<file path="config.mk">
export PLATFORM = sky130hd
export DESIGN_NAME = bram_fifo_ctrl
export DESIGN_NICKNAME = d
export VERILOG_FILES = /design/src/rtl/bram_fifo_pkg.sv /design/src/rtl/bram_fifo_outbuf.sv /design/src/rtl/bram_fifo_ctrl.sv
export SDC_FILE = /design/constraint.sdc
export NUM_CORES = 1
export LEC_CHECK = 0
export ABC_AREA = 1
export CAP_MARGIN = 20
export CORE_ASPECT_RATIO = 1.5
export CORE_MARGIN = 2
export CORE_UTILIZATION = 25
export DETAILED_ROUTE_END_ITERATION = 8
export HOLD_SLACK_MARGIN = 0.06
export PLACE_DENSITY = 0.47
export SLEW_MARGIN = 15
export SYNTH_ARGS = -nofsm -noshare
export SYNTH_HDL_FRONTEND = slang
export SYNTH_HIERARCHICAL = 1
export SYNTH_SLANG_ARGS = --single-unit
</file>
<file path="constraint.sdc">
create_clock -name clk -period 8.5 [get_ports clk]
set_input_delay 1.7 -clock clk [delete_from_list [all_inputs] [get_ports clk]]
set_output_delay 1.7 -clock clk [all_outputs]
set_load 0.01 [all_outputs]
</file>
<file path="src/rtl/bram_fifo_pkg.sv">
// Shared constants and types for the BlockRAM-backed FIFO controller.
package bram_fifo_pkg;
  localparam int DFLT_WE_BIT     = 20;
  localparam int DFLT_WR_MSB_BIT = 16;
  localparam int DFLT_RD_MSB_BIT = 24;
  localparam int DEPTH           = 512;
  localparam int PTR_W           = 10;
  localparam int DATA_W          = 16;
  localparam int LVL_W           = 10;
  // 16-bit write, 16-bit read, dynamic WE, no RAM output register
  localparam logic [5:0] RAM_CFG = 6'b001010;

  typedef logic [PTR_W-1:0] ptr_t;
endpackage

</file>
<file path="src/rtl/bram_fifo_outbuf.sv">
// Two-entry registered output buffer; entry 0 is always the head.
module bram_fifo_outbuf
  import bram_fifo_pkg::*;
#(
  parameter int W = DATA_W
) (
  input  logic         clk,
  input  logic         rst_n,
  input  logic         clear,
  input  logic         push,
  input  logic [W-1:0] din,
  input  logic         pop,
  output logic [1:0]   count,
  output logic         valid,
  output logic [W-1:0] dout
);
  logic [W-1:0] ent0, ent1;

  assign valid = (count != 2'd0);
  assign dout  = ent0;

  // Count and entry update; pop shifts entry 1 into the head.
  always_ff @(posedge clk or negedge rst_n) begin
    if (!rst_n) begin
      count <= 2'd0;
      ent0  <= '0;
      ent1  <= '0;
    end else if (clear) begin
      count <= 2'd0;
    end else begin
      case ({push, pop})
        2'b10: begin
          if (count == 2'd0) ent0 <= din;
          else               ent1 <= din;
          count <= count + 2'd1;
        end
        2'b01: begin
          ent0  <= ent1;
          count <= count - 2'd1;
        end
        2'b11: begin
          if (count == 2'd1) ent0 <= din;
          else begin
            ent0 <= ent1;
            ent1 <= din;
          end
        end
        default: ;
      endcase
    end
  end
endmodule

</file>
<file path="src/rtl/bram_fifo_ctrl.sv">
// 512x16 FIFO controller driving one BlockRAM_1KB with a 1-cycle read.
module bram_fifo_ctrl
  import bram_fifo_pkg::*;
#(
  parameter int WE_BIT     = DFLT_WE_BIT,
  parameter int WR_MSB_BIT = DFLT_WR_MSB_BIT,
  parameter int RD_MSB_BIT = DFLT_RD_MSB_BIT
) (
  input  logic              clk,
  input  logic              rst_n,
  input  logic              flush,
  input  logic              in_valid,
  output logic              in_ready,
  input  logic [DATA_W-1:0] in_data,
  output logic              out_valid,
  input  logic              out_ready,
  output logic [DATA_W-1:0] out_data,
  output logic [LVL_W-1:0]  level,
  output logic [5:0]        ram_cfg,
  output logic [7:0]        ram_wr_addr,
  output logic [7:0]        ram_rd_addr,
  output logic [31:0]       ram_wr_data,
  input  logic [31:0]       ram_rd_data
);
  ptr_t       wr_ptr, rd_ptr;
  ptr_t       stored;
  logic       full, push, pop, issue, inflight;
  logic [1:0] buf_count;
  logic [2:0] slots_used;
  logic       unused_rd_hi;

  assign unused_rd_hi = ^ram_rd_data[31:16];

  // Words in RAM not yet read out; a same-cycle push is not in here yet,
  // so a read can never target the row being written this cycle.
  assign stored   = wr_ptr - rd_ptr;
  assign full     = (stored == ptr_t'(DEPTH));
  assign in_ready = !full && !flush;
  assign push     = in_valid && in_ready;
  assign pop      = out_valid && out_ready;

  // A pop this cycle frees a buffer slot for the read issued now.
  assign slots_used = {1'b0, buf_count} + {2'b00, inflight} - {2'b00, pop};
  assign issue      = (stored != '0) && (slots_used < 3'd2);

  assign ram_cfg     = RAM_CFG;
  assign ram_wr_addr = wr_ptr[7:0];
  assign ram_rd_addr = rd_ptr[7:0];

  // RAM write word: data, half selects and dynamic write enable.
  always_comb begin
    ram_wr_data             = '0;
    ram_wr_data[15:0]       = in_data;
    ram_wr_data[WR_MSB_BIT] = wr_ptr[8];
    ram_wr_data[WE_BIT]     = push;
    ram_wr_data[RD_MSB_BIT] = rd_ptr[8];
  end

  // Pointers, read-in-flight flag and occupancy level.
  always_ff @(posedge clk or negedge rst_n) begin
    if (!rst_n) begin
      wr_ptr   <= '0;
      rd_ptr   <= '0;
      inflight <= 1'b0;
      level    <= '0;
    end else if (flush) begin
      wr_ptr   <= '0;
      rd_ptr   <= '0;
      inflight <= 1'b0;
      level    <= '0;
    end else begin
      if (push)  wr_ptr <= wr_ptr + ptr_t'(1);
      if (issue) rd_ptr <= rd_ptr + ptr_t'(1);
      inflight <= issue;
      case ({push, pop})
        2'b10:   level <= level + LVL_W'(1);
        2'b01:   level <= level - LVL_W'(1);
        default: ;
      endcase
    end
  end

  // Read data returns the cycle after issue; dropped if a flush intervened.
  bram_fifo_outbuf #(.W(DATA_W)) u_outbuf (
    .clk   (clk),
    .rst_n (rst_n),
    .clear (flush),
    .push  (inflight),
    .din   (ram_rd_data[DATA_W-1:0]),
    .pop   (pop),
    .count (buf_count),
    .valid (out_valid),
    .dout  (out_data)
  );
endmodule

</file>
# Word-level counts from Yosys, hierarchy flattened
# Cells that the tools add are included.
# W data, S select, Z words.
[word_totals] wordCells=60 out_inout_bits=82 regBits=65 input_bits=53
[classes] reduce_logical=17 magnitude_cmp=1 n_eq_ne=10 mux=15 bitwise=1 add_sub_neg=9
[ops] cell="$mux W16" count=4
[ops] cell="$mux W10" count=5
[ops] cell="$pmux W16 S3" count=1
[ops] cell="$pmux W16 S2" count=1
[ops] cell="$add A10 B1 Y10 const B" count=3
[ops] cell="$pmux W10 S2" count=1
[ops] cell="$eq A10 B10 Y1 const B" count=1
[ops] cell="$reduce_bool A10 Y1" count=1
[ops] cell="$sub A10 B1 Y10 const B" count=1
[ops] cell="$sub A10 B10 Y10" count=1
[ops] cell="$reduce_bool A3 Y1" count=3
[ops] cell="$reduce_bool A2 Y1" count=4
[ops] cell="$eq A2 B1 Y1 const B" count=3
[ops] cell="$eq A2 B2 Y1 const B" count=3
[ops] cell="$logic_and A1 B1 Y1" count=4
[ops] cell="$ne A2 B2 Y1 const B" count=2
[ops] cell="$pmux W2 S2" count=1
[ops] cell="$reduce_and A4 Y1" count=1
[ops] cell="$add A2 B1 Y3" count=1
[ops] cell="$lt A3 B2 Y1 const B" count=1
[ops] cell="$reduce_and A3 Y1" count=1
[ops] cell="$sub A3 B1 Y3" count=1
[ops] cell="$add A2 B1 Y2 const B" count=1
[ops] cell="$logic_not A1 Y1" count=2
[ops] cell="6 further kinds" count=6

# Depth between registers and ports, before layout
[depth] word_depth=8 depth_mapped=27 mapped_depth_nobuf=27

# Modules after synthesis
# Netlist, hierarchy kept.
[modules_own_cells] module="bram_fifo_ctrl" seq_area_each_um2=775.7 cells_per_inst=408 n_inst=1 area_per_inst_um2=2921.6
[modules_own_cells] module="bram_fifo_outbuf" seq_area_each_um2=850.8 cells_per_inst=236 n_inst=1 area_per_inst_um2=1844.3

# Worst setup path after synthesis
# No wires, ideal clock.
[synth_path] path_type="input to output" startpoint="input port flush" endpoint="output port in_ready" setup_slack_ps=4541 path_buffers=1 required_time_ps=6800 path_stages=4 t_arrival_ps=2259 cell_sequence="inv_1 clkbuf_1 nand2_1 inv_1"
[synth_between] elab_chain_cells=2
[synth_rtl] element="from (decl)" line_no="bram_fifo_ctrl.sv:11" source="input logic flush,"
[synth_rtl] element="$logic_not A1 Y1" line_no="bram_fifo_ctrl.sv:38" source="assign in_ready = !full && !flush;"
[synth_rtl] element="$logic_and A1 B1 Y1" line_no="bram_fifo_ctrl.sv:38"
[synth_rtl] element="to (decl)" line_no="bram_fifo_ctrl.sv:13" source="output logic in_ready,"
# No other way between the ends.

# Worst setup path in the final report
[layout_path] startpoint="input port flush" endpoint="output port ram_wr_data[20]"
[layout_between] elab_chain_cells=3
[layout_rtl] element="$logic_not A1 Y1" line_no="bram_fifo_ctrl.sv:38"
[layout_rtl] element="$logic_and A1 B1 Y1" line_no="bram_fifo_ctrl.sv:38"
[layout_rtl] element="$logic_and A1 B1 Y1" line_no="bram_fifo_ctrl.sv:39" source="assign push = in_valid && in_ready;"
[layout_rtl] element="to (decl)" line_no="bram_fifo_ctrl.sv:22" source="output logic [31:0] ram_wr_data,"
# No other way between the ends.

==> reports/metrics.yaml <==
grt_pass1_wl_um: 20600
grt.met2_usage_pct: 22.6
ys_seq_area_share_pct: 34.1
track_usage_pct: 12.9
peakVddDrop_mv: 0.124
slew_viol_final: 0
power_density_mw_per_mm2: 280
ys_types: 39
rows: 61
grt.busiest_layer: "met2"
route.detailed.drc: 0
grt_antenna_before_repair: 0
rsz0062_at_grt: "no"
core_mm2: 0.0186
clkSlewWorstSetupHoldPaths_ns: 0.05
grt.overflow.total: 0
multi_input_area_mm2: 0.00236
cp.required_ns: 6.80
cts_sinks: 65
fin_ws_ns: 3.06
ios: 135
die-area_mm2: 0.0202
ys_warn_count: 6
drt-pass1-iter-count: 4
grt_pass1_vias: 4156
nFillCells: 2056
dp_slack_ns: 3.03
maxSlewHeadroom_pct: 40.6
met1_usage_pct: 15.2
status: "finished clean"
clock_latency_ns: 0.34
routabilityCongestion: 0.793
cts_tree: "done"
wl_per_cell_um: 13.1
min_path_type: "reg2reg"
dp_hpwl_um: 9060
avgSynthCellArea_um2: 7.40
r2r_end: "level[8]"
start_kind: "primary input"
io_buffers: 67
crit_type: "in2out"
period_minus_slack_ns: 5.44
nNetsFinal: 756
drive_gt1_share_pct: 8.05
ant_nets: 0
cp_max_fo: 15
regArea_mm2: 0.00163
critPathLaunch: "flush"
syn_area_mm2: 0.00477
via_per_inst: 4.29
ff2ff_path_depth: 26
grt.met3_usage_pct: 2.14
vias: 4013
fin_crit_sh_pct: 64.0
root_buffer: "clkbuf_16"
total_power_uw: 1590
reg2reg_from: "rd_ptr[1]"
timing.fmax_mhz: 184
diodes: 0
die_x_um: 117
area_growth_pct: 19.1
worstMarginPinSlew_ns: 0.891
endpoint: "ram_wr_data[20]"
hold_buffers: 0
setup_violations: 0
h-tree-depth: 3
hold_violations: 0
post_cts_buffers: 0
p_leak_uw: 0.00282
numCtsBuffers: 9
first_iter_violations: 197
die_h_um: 173
grt_max_degree: 66
netlist_instances: 644
cp.arrival_ns: 3.74
regToRegSetupSlack_ns: 4.54
crit_path_end_kind: "output port"
clockBufferDepth: 2
finalWirelength_um: 12300
post_cts_resized: 0
ys_seq_elements: 65
initial_core_util_pct: 25.6
drv_cap: 0
skew_ns: 0.00684
tns_ns: 0
-- how the worst min path moves through the flow --
| stage | start | end | slack, ns | cells after the start |
|---|---|---|---|---|
| finish | u_outbuf/ent1[5] | u_outbuf/ent1[5] | 0.47 | 2 |
| global route | u_outbuf/ent1[8] | u_outbuf/ent1[8] | 0.49 | 2 |
| CTS | u_outbuf/ent1[14] | u_outbuf/ent1[14] | 0.47 | 2 |
| detailed placement | u_outbuf/ent1[14] | u_outbuf/ent1[14] | 0.46 | 2 |
| global placement | u_outbuf/ent1[8] | u_outbuf/ent1[8] | 0.46 | 2 |
| floorplan | u_outbuf/ent1[0] | u_outbuf/ent1[0] | 0.44 | 2 |
-- synth_stat cells (all sizes together) --
master  number  area [µm²]
xor2        10        87.6
a21o         2        15.0
nand2      179         719
o211ai       1        7.51
a31oi        2        12.5
xnor2        3        26.3
fa           2        40.0
clkbuf       2        7.51
nor3         6        30.0
nor2        26         126
o21bai       1        7.51
a21oi       18         105
dfrtp       65        1630
o31ai        3        22.5
nor4         2        12.5
nor3b        1        7.51
nand3       85         463
buf         62         468
conb         2        7.51
o22ai        2        12.5
nand4       23         144
inv         97         367
or2          1        6.26
o21ai       26         156
ha          23         288
-- through the flow --
stage               hold WS [ns]  utilization (%)  instances  cell area (µm²)
finish                     0.469             30.5        935             5680
CTS                        0.473             30.5        935             5680
global placement           0.455             28.8        919             5360
floorplan                  0.442                -        661             4830
detailed placement         0.458             28.8        919             5360
global route               0.492             30.5        935             5680
-- critical path, stage by stage --
cell and delay, ns:
clkdlybuf4s50_1 0.40, buf_4 0.20, inv_1 0.44, nand3_4 0.25, inv_2 0.18, clkdlybuf4s50_1 0.56
-- routing by layer --
metal  share of wire, %  wire (µm)
met5                  0          0
met4                2.9        353
met3                4.0        486
met2                 51       6260
met1                 42       5160
-- cells by family (layout without fill, tap and decap cells) --
group / after synthesis / count (layout) / share of synthesized area (%)
simple gates: 323 / 323 / 31.7
buf+inv: 161 / 183 / 17.7
flops: 65 / 65 / 34.1
compound gates: 55 / 55 / 7.11
fa+ha+maj: 25 / 25 / 6.88
xor+xnor: 13 / 13 / 2.39
other cells: 2 / 19 / 0.158
-- cell usage in the layout (no fill, tap or decap), types with 3 or more instances in the layout --
cell type / instances
nand4_1: 23
o31ai_1: 3
inv_1: 91
ha_1: 23
a21oi_1: 16
dfrtp_1: 65
conb_1: 19
xor2_1: 10
nand2_1: 166
nand3_4: 3
nand3_1: 82
xnor2_1: 3
o21ai_0: 18
inv_2: 5
nor2_1: 22
nand2_2: 10
buf_4: 3
o21ai_2: 7
nor3_1: 6
clkbuf_16: 9
clkdlybuf4s50_1: 66
nand2_4: 3
-- sequential cells by signal, indices dropped and copies added (netlist names) --
signal          count
u_outbuf/ent1      16
wr_ptr             10
level              10
u_outbuf/dout      16
u_outbuf/count      2
inflight            1
rd_ptr             10
-- final cells by class --
cell class | count | share of cell area (%)
well taps | 252 | 5.55
clock buffers | 9 | 3.97
clock inverters | 7 | 1.67
flip-flops and latches | 65 | 28.6
multi-input cells | 435 | 41.6
repair buffers | 70 | 12.1
inverters | 97 | 6.46
-- power breakdown --
part	internal [µW]	switching, µW	total (µW)
sequential	403	72.8	476
clock	256	144	401
combinational	282	431	713
No activity file was read; power rests on OpenSTA's default activity.
